## src/rtl/lpc_pkg.sv

```systemverilog
// ----------------------------------------------------------------------------
// lpc_pkg
// Shared types and constants for the LPC register-bank write arbiter.
//   HOST_SRC      : RegSrc code reported for host-originated writes
//   LOCK_ADDR_DEF : default register address whose bit0 locks internal writes
//   IDX_W         : width of requester index / round-robin pointer (NUM_REQ <= 4)
//   lock_state_t  : host lock FSM states
//   reg_wr_t      : one register-bank write (address + data)
// ----------------------------------------------------------------------------
package lpc_pkg;

    localparam logic [2:0] HOST_SRC      = 3'd7;
    localparam logic [7:0] LOCK_ADDR_DEF = 8'h1F;
    localparam int         IDX_W         = 2;

    typedef enum logic {
        UNLOCKED = 1'b0,
        LOCKED   = 1'b1
    } lock_state_t;

    typedef struct packed {
        logic [7:0] addr;
        logic [7:0] data;
    } reg_wr_t;

endpackage

```

## src/rtl/lpc_rr_pick.sv

```systemverilog
// ----------------------------------------------------------------------------
// lpc_rr_pick
// Combinational round-robin picker: returns the first set bit of i_mask at or
// after i_ptr, wrapping from NUM_REQ-1 back to 0.
//   i_mask  : eligible requesters
//   i_ptr   : round-robin start position (always < NUM_REQ)
//   o_valid : at least one eligible requester
//   o_idx   : chosen requester index (0 when o_valid = 0)
// ----------------------------------------------------------------------------
module lpc_rr_pick
    import lpc_pkg::*;
#(
    parameter int NUM_REQ = 3
) (
    input  logic [NUM_REQ-1:0] i_mask,
    input  logic [IDX_W-1:0]   i_ptr,
    output logic               o_valid,
    output logic [IDX_W-1:0]   o_idx
);

    // Each index gets a forward distance from the pointer; the smallest
    // distance among eligible requesters wins.
    always_comb begin
        int best_d;
        int d;
        best_d  = NUM_REQ;
        d       = 0;
        o_valid = 1'b0;
        o_idx   = '0;
        for (int i = 0; i < NUM_REQ; i++) begin
            d = (i >= int'(i_ptr)) ? (i - int'(i_ptr)) : (i + NUM_REQ - int'(i_ptr));
            if (i_mask[i] && (d < best_d)) begin
                best_d  = d;
                o_valid = 1'b1;
                o_idx   = IDX_W'(i);
            end
        end
    end

endmodule

```

## src/rtl/lpc_reg_write_arbiter.sv

```systemverilog
// ----------------------------------------------------------------------------
// lpc_reg_write_arbiter
// Shares the register-bank write port between the LPC host decode path and
// NUM_REQ internal updaters. Host writes always win; internal writers are
// served round-robin over a req/gnt handshake and can be frozen by the host
// through bit0 of LOCK_ADDR.
//   i_LpcClock/i_PciReset : clock, async active-high reset
//   i_LpcWr/Addr/Data     : host write strobe and payload
//   i_Req/ReqAddr/ReqData : per-requester level request, 8-bit slices
//   o_Gnt/o_Drop          : one-cycle completion pulse; Drop = cancelled by host
//   o_RegWr/Addr/Data/Src : registered register-bank write (Src 7 = host)
//   o_Locked              : internal writes currently blocked
//   o_DeferCnt            : saturating count of host-deferred request cycles
// ----------------------------------------------------------------------------
module lpc_reg_write_arbiter
    import lpc_pkg::*;
#(
    parameter int         NUM_REQ   = 3,
    parameter logic [7:0] LOCK_ADDR = LOCK_ADDR_DEF
) (
    input  logic                 i_LpcClock,
    input  logic                 i_PciReset,
    input  logic                 i_LpcWr,
    input  logic [7:0]           i_LpcAddr,
    input  logic [7:0]           i_LpcData,
    input  logic [NUM_REQ-1:0]   i_Req,
    input  logic [8*NUM_REQ-1:0] i_ReqAddr,
    input  logic [8*NUM_REQ-1:0] i_ReqData,
    output logic [NUM_REQ-1:0]   o_Gnt,
    output logic [NUM_REQ-1:0]   o_Drop,
    output logic                 o_RegWr,
    output logic [7:0]           o_RegAddr,
    output logic [7:0]           o_RegData,
    output logic [2:0]           o_RegSrc,
    output logic                 o_Locked,
    output logic [7:0]           o_DeferCnt
);

    lock_state_t          r_lock;
    logic [IDX_W-1:0]     r_ptr;
    logic                 r_regwr;
    reg_wr_t              r_wr;
    logic [2:0]           r_src;
    logic [NUM_REQ-1:0]   r_gnt;
    logic [NUM_REQ-1:0]   r_drop;
    logic [7:0]           r_defer;

    reg_wr_t [NUM_REQ-1:0] w_req;
    logic [NUM_REQ-1:0]    w_elig;
    logic [NUM_REQ-1:0]    w_match;
    logic                  w_defer;
    logic                  w_pick_vld;
    logic [IDX_W-1:0]      w_pick_idx;
    logic [NUM_REQ-1:0]    w_pick_oh;
    reg_wr_t               w_sel;
    logic [IDX_W-1:0]      w_ptr_nxt;

    // A requester in its Gnt cycle is not eligible: it is still lowering or
    // replacing its request, so this blocks a double issue.
    assign w_elig  = i_Req & ~r_gnt;
    assign w_defer = i_LpcWr && |(w_elig & ~w_match);

    for (genvar g = 0; g < NUM_REQ; g++) begin : g_req
        assign w_req[g]   = '{addr: i_ReqAddr[8*g +: 8], data: i_ReqData[8*g +: 8]};
        assign w_match[g] = w_elig[g] && (i_ReqAddr[8*g +: 8] == i_LpcAddr);
    end

    lpc_rr_pick #(.NUM_REQ(NUM_REQ)) u_pick (
        .i_mask  (w_elig),
        .i_ptr   (r_ptr),
        .o_valid (w_pick_vld),
        .o_idx   (w_pick_idx)
    );

    always_comb begin
        w_sel     = '0;
        w_pick_oh = '0;
        for (int i = 0; i < NUM_REQ; i++) begin
            if (w_pick_idx == IDX_W'(i)) begin
                w_sel        = w_req[i];
                w_pick_oh[i] = w_pick_vld;
            end
        end
    end

    assign w_ptr_nxt = (w_pick_idx == IDX_W'(NUM_REQ - 1)) ? '0 : w_pick_idx + IDX_W'(1);

    // Arbitration, output registers and the lock FSM share one block so the
    // lock state seen by arbitration is always the pre-edge value.
    always_ff @(posedge i_LpcClock or posedge i_PciReset) begin
        if (i_PciReset) begin
            r_lock  <= UNLOCKED;
            r_ptr   <= '0;
            r_regwr <= 1'b0;
            r_wr    <= '0;
            r_src   <= '0;
            r_gnt   <= '0;
            r_drop  <= '0;
            r_defer <= '0;
        end else begin
            r_regwr <= 1'b0;
            r_gnt   <= '0;
            r_drop  <= '0;
            if (i_LpcWr) begin
                // Host write: always issued; colliding requests are completed
                // as dropped since the host value supersedes them.
                r_regwr <= 1'b1;
                r_wr    <= '{addr: i_LpcAddr, data: i_LpcData};
                r_src   <= HOST_SRC;
                r_gnt   <= w_match;
                r_drop  <= w_match;
                if (w_defer && (r_defer != 8'hFF))
                    r_defer <= r_defer + 8'd1;
                if (i_LpcAddr == LOCK_ADDR)
                    r_lock <= i_LpcData[0] ? LOCKED : UNLOCKED;
            end else if ((r_lock == UNLOCKED) && w_pick_vld) begin
                r_regwr <= 1'b1;
                r_wr    <= w_sel;
                r_src   <= 3'(w_pick_idx);
                r_gnt   <= w_pick_oh;
                r_ptr   <= w_ptr_nxt;
            end
        end
    end

    assign o_Gnt      = r_gnt;
    assign o_Drop     = r_drop;
    assign o_RegWr    = r_regwr;
    assign o_RegAddr  = r_wr.addr;
    assign o_RegData  = r_wr.data;
    assign o_RegSrc   = r_src;
    assign o_Locked   = (r_lock == LOCKED);
    assign o_DeferCnt = r_defer;

endmodule

```

## config.mk

```make
export PLATFORM = sky130hd
export DESIGN_NAME = lpc_reg_write_arbiter
export DESIGN_NICKNAME = d
export VERILOG_FILES = /design/src/rtl/lpc_pkg.sv /design/src/rtl/lpc_rr_pick.sv /design/src/rtl/lpc_reg_write_arbiter.sv
export SDC_FILE = /design/constraint.sdc
export NUM_CORES = 1
export LEC_CHECK = 0
export CAP_MARGIN = 20
export CORE_MARGIN = 1.5
export CORE_UTILIZATION = 32
export DETAILED_ROUTE_END_ITERATION = 12
export PLACE_DENSITY = 0.73
export SLEW_MARGIN = 5
export SYNTH_ARGS = -nofsm -noshare
export SYNTH_HDL_FRONTEND = slang
export SYNTH_SLANG_ARGS = --single-unit
```

## constraint.sdc

```tcl
create_clock -name i_LpcClock -period 4.5 [get_ports i_LpcClock]
set_input_delay 1.125 -clock i_LpcClock [delete_from_list [all_inputs] [get_ports i_LpcClock]]
set_output_delay 1.125 -clock i_LpcClock [all_outputs]
set_load 0.02 [all_outputs]
```

==> summary.txt, run 1 <==
Status
  – Status: complete, no violations

GRT
  – GR Overflow Total: 0
  – Gr usage total: 18.03%
  – Antenna violations before repair: 0
  – Pin count of the biggest net entering global routing: 38
  – Vias in the first global route: 2432
  – First-pass GRT wire length: 12170 microns

Power and ir drop
  – Clock network power share: 15.6%
  – Power Internal: 1.358 mW
  – Worst vdd ir: 0.2889 mV
  – Pleak: 1.675 nW
  – Comb power frac: 58.7%
  – Sw frac: 41.06%
  – Share of power burned in registers: 25.7%
  – Power per cell area: 586.8 mW/mm^2
  – Switching component of the power: 0.9463 mW

Route
  – DRC: 0
  – Initial drt markers: 123
  – Vias post-DR: 2499
  – Wire length per cell: 15.65 microns
  – Antenna-violating nets left: 0
  – Vias/cell: 5.131
  – Drt pass-1 iters: 4
  – DRT Wirelength: 7621 microns

Clock tree
  – Clock sinks: 37
  – CTS tree: yes
  – Setup Buffers After CTS: 0
  – Resize count post-CTS: 0
  – Htree depth: 2
  – Reg clk slew, reported paths: 0.08 ns
  – Num CTS Buffers: 5
  – Clock Latency Late Sink: 0.29 ns
  – Clk root buf: clkbuf_8
  – Hold-fix buffers at CTS: 0
  – Max clock buf depth: 2

Critical path
  – Max FO, Critical Path: 8
  – Setup crit end kind: flip-flop
  – Critical Path Start Type: input pin
  – Crit path DAT: 4.57 ns
  – Worst Path Buf+Inv: 2
  – CP most frequent cell: o21ai_0
  – CP Launch Point: i_Req[0]
  – R2R Path Start: r_ptr[1]$_DFFE_PP0P_
  – Cells along the critical path: clkdlybuf4s50_1 -> or2b_1 -> nor2_2 -> ha_1 -> inv_1 -> a211oi_2 -> or2_2 -> nand2_1 -> o21ai_0 -> ha_1 -> o21ai_0 -> a22o_1 -> a32o_2 -> or4b_4 -> o21ai_0 -> a221o_1
  – Top delay family on crit path: simple AND/OR/NAND/NOR gates
  – Critical Path RT: 4.73 ns
  – Crit Path Class: in2reg
  – CP max-delay cell: or4b_4
  – Slowest cell delay on critical path: 0.63 ns

Synth
  – Post-synth top area share: 36.24%
  – Post-synthesis sequential area ratio: 36.24%
  – Yosys warns: 0
  – Synth area leaders: dfrtp_1, xor2_1, nand2_1, ha_1, mux2i_1
  – Synth Register Bits: 37
  – Top FF cell, synth: dfrtp_1
  – Ys async rst share: 100.0%
  – Synthesized area: 0.002555 sq mm
  – Synth unique cells: 55
  – Largest area contributor in the netlist: dfrtp_1
  – EDFF count, synth: 0
  – Syn Area/Cell: 9.463 sq um
  – Post-synthesis cell count: 270
  – Syn nets: 351

Die
  – Die area: 0.008529 sq mm
  – I/O pin cnt: 105
  – Initial Util: 33.06%
  – Row count: 32
  – Die Height: 92.36 microns
  – Die width: 92.36 microns
  – Core area: 0.007727 sq mm

Placed design
  – Placed Instances: 478
  – GPL Wtd Cong: 0.8720
  – IO Port Bufs: 104
  – Pre-CTS setup slack: -0.1952 ns
  – Post-DP HPWL: 5755 microns
  – DP Area: 0.003771 sq mm

STA
  – Final Hold Violating Endpoints: 0
  – Clock Skew: 0.004095 ns
  – Endpoints failing setup: 0
  – Min Tclk post-route: 4.333 ns
  – Setup WS post-layout: 0.1667 ns
  – Worst Hold Slack: 0.5004 ns
  – Period utilization: 96.30%
  – Slew Limit Fails: 0
  – Unrepaired setup endpoints after global routing: no
  – Max Clock Freq: 0.2308 GHz
  – Slew margin rel.: 57.60%
  – Slew @ Worst Pin: 0.6341 ns

Final layout
  – Multi-input logic area: 0.001538 sq mm
  – Commonest non-fill, non-tap cell in the layout: clkdlybuf4s50_1
  – Layout area overhead: 53.72%
  – Finished Core Util: 50.83%
  – Storage element area: 925.9 sq um
  – # fillers: 702
  – Layout net count: 465
  – Cell area after layout: 0.003928 sq mm
  – Antenna Cells: 0
  – Most frequent cells in the layout: clkdlybuf4s50_1, nand2_1, dfrtp_1, xor2_1, buf_4
  – Non-Filler Instances: 487
  – Share of post-route cells with drive strength above 1: 11.95%

Flow run
  – Max_cap viols: 0

Worst hold path
  – Hold crit path type: reg2reg
  – Hold Crit Start: o_RegSrc[2]$_DFFE_PP0P_
## per-stage QoR
stage | TNS, ns | power, mW
3_5_place_dp | -1.999 | 1.921
3_3_place_gp | -0.8779 | 1.901
2_1_floorplan | 0 | 1.375
5_1_grt | 0 | 2.452
6_report | 0 | 2.305
4_1_cts | 0 | 2.288
## worst paths after layout
path / cells after the start / end / slack (ns)
max in group asynchronous: 3 / o_RegAddr[2]$_DFFE_PP0P_ / 2.93
max: 16 / o_RegData[2]$_DFFE_PP0P_ / 0.17
min reg2reg: 1 / o_RegSrc[2]$_DFFE_PP0P_ / 0.50
max reg2reg: 16 / o_RegData[2]$_DFFE_PP0P_ / 0.73
min: 1 / o_RegSrc[2]$_DFFE_PP0P_ / 0.50
min in group asynchronous: 3 / o_Drop[1]$_DFF_PP0_ / 1.24
## cell usage after synthesis, types with 3 or more instances
cell type  instances
buf_4              3
clkbuf_1           9
a41oi_1            6
o21ai_0           12
ha_1              11
nor2b_1            9
mux2i_1           10
o21ai_1            5
inv_1              9
a221o_1            5
xor2_1            27
a221o_2            5
nand3_1            3
nand2_1           37
nor4_1             6
a211o_1            6
dfrtp_1           37
a21o_1             3
a21oi_1            3
nand3b_1           7
nor3_1             3
nor2_1            12
xnor2_1            4
## routing by layer
metal | global-route usage, % | up-vias | share of wire (%)
li1 | - | 1200 | -
met1 | 24.66 | 1206 | 45
met2 | 29.04 | 85 | 48
met3 | 3.448 | 8 | 5.7
met4 | 4.872 | 0 | 1.2
met5 | 0 | - | 0
## power by group through the flow
stage	Combinational, mW	Clock, mW	Sequential, mW
floorplan	0.644	0	0.731
finish	1.35	0.360	0.592
detailed placement	1.33	0	0.591
global route	1.46	0.378	0.613
CTS	1.33	0.361	0.593
global placement	1.31	0	0.593
## logic make-up (layout without fill, tap and decap cells)
family,count (synthesis),count (layout),synth area share (%)
and+or+nand+nor,95,96,19.88
AOI/OAI and AO/OA,60,60,18.76
DFF,37,37,36.24
xor gates and xnor gates,31,31,10.63
buffers and inverters,24,138,4.309
muxes,12,12,4.799
adders and majority gates,11,11,5.387
## layout make-up
cell class,count,area share [%]
Clock buffer,5,1.752
Clock inverter,3,1.752
Inverter,10,0.9557
Multi-Input combinational cell,210,39.15
Sequential cell,37,23.57
Tap cell,102,3.249
Timing Repair Buffer,120,29.56
## registers in the layout, indices dropped and copies added (netlist names)
register	flops
o_RegWr	1
o_DeferCnt	8
r_ptr	2
o_Locked	1
o_RegAddr	8
o_RegSrc	3
o_Drop	3
o_RegData	8
o_Gnt	3
No activity file was read; power rests on OpenSTA's default activity.
==> inputs of run 2 (changes only) <==
--- a/config.mk
+++ b/config.mk
@@ -14,3 +14,4 @@
 export SYNTH_ARGS = -nofsm -noshare
 export SYNTH_HDL_FRONTEND = slang
 export SYNTH_SLANG_ARGS = --single-unit
+export TNS_END_PERCENT = 100
==> results of run 2 <==
Final layout, timing and power as in run 1 (identical DEF).
==> inputs of run 3 (changes only) <==
--- a/config.mk
+++ b/config.mk
@@ -8,6 +8,7 @@
 export CAP_MARGIN = 20
 export CORE_MARGIN = 1.5
 export CORE_UTILIZATION = 32
+export CTS_CLUSTER_DIAMETER = 40
 export DETAILED_ROUTE_END_ITERATION = 12
 export PLACE_DENSITY = 0.73
 export SLEW_MARGIN = 5
==> results of run 3 <==
Final layout, timing and power as in run 1 (identical DEF).
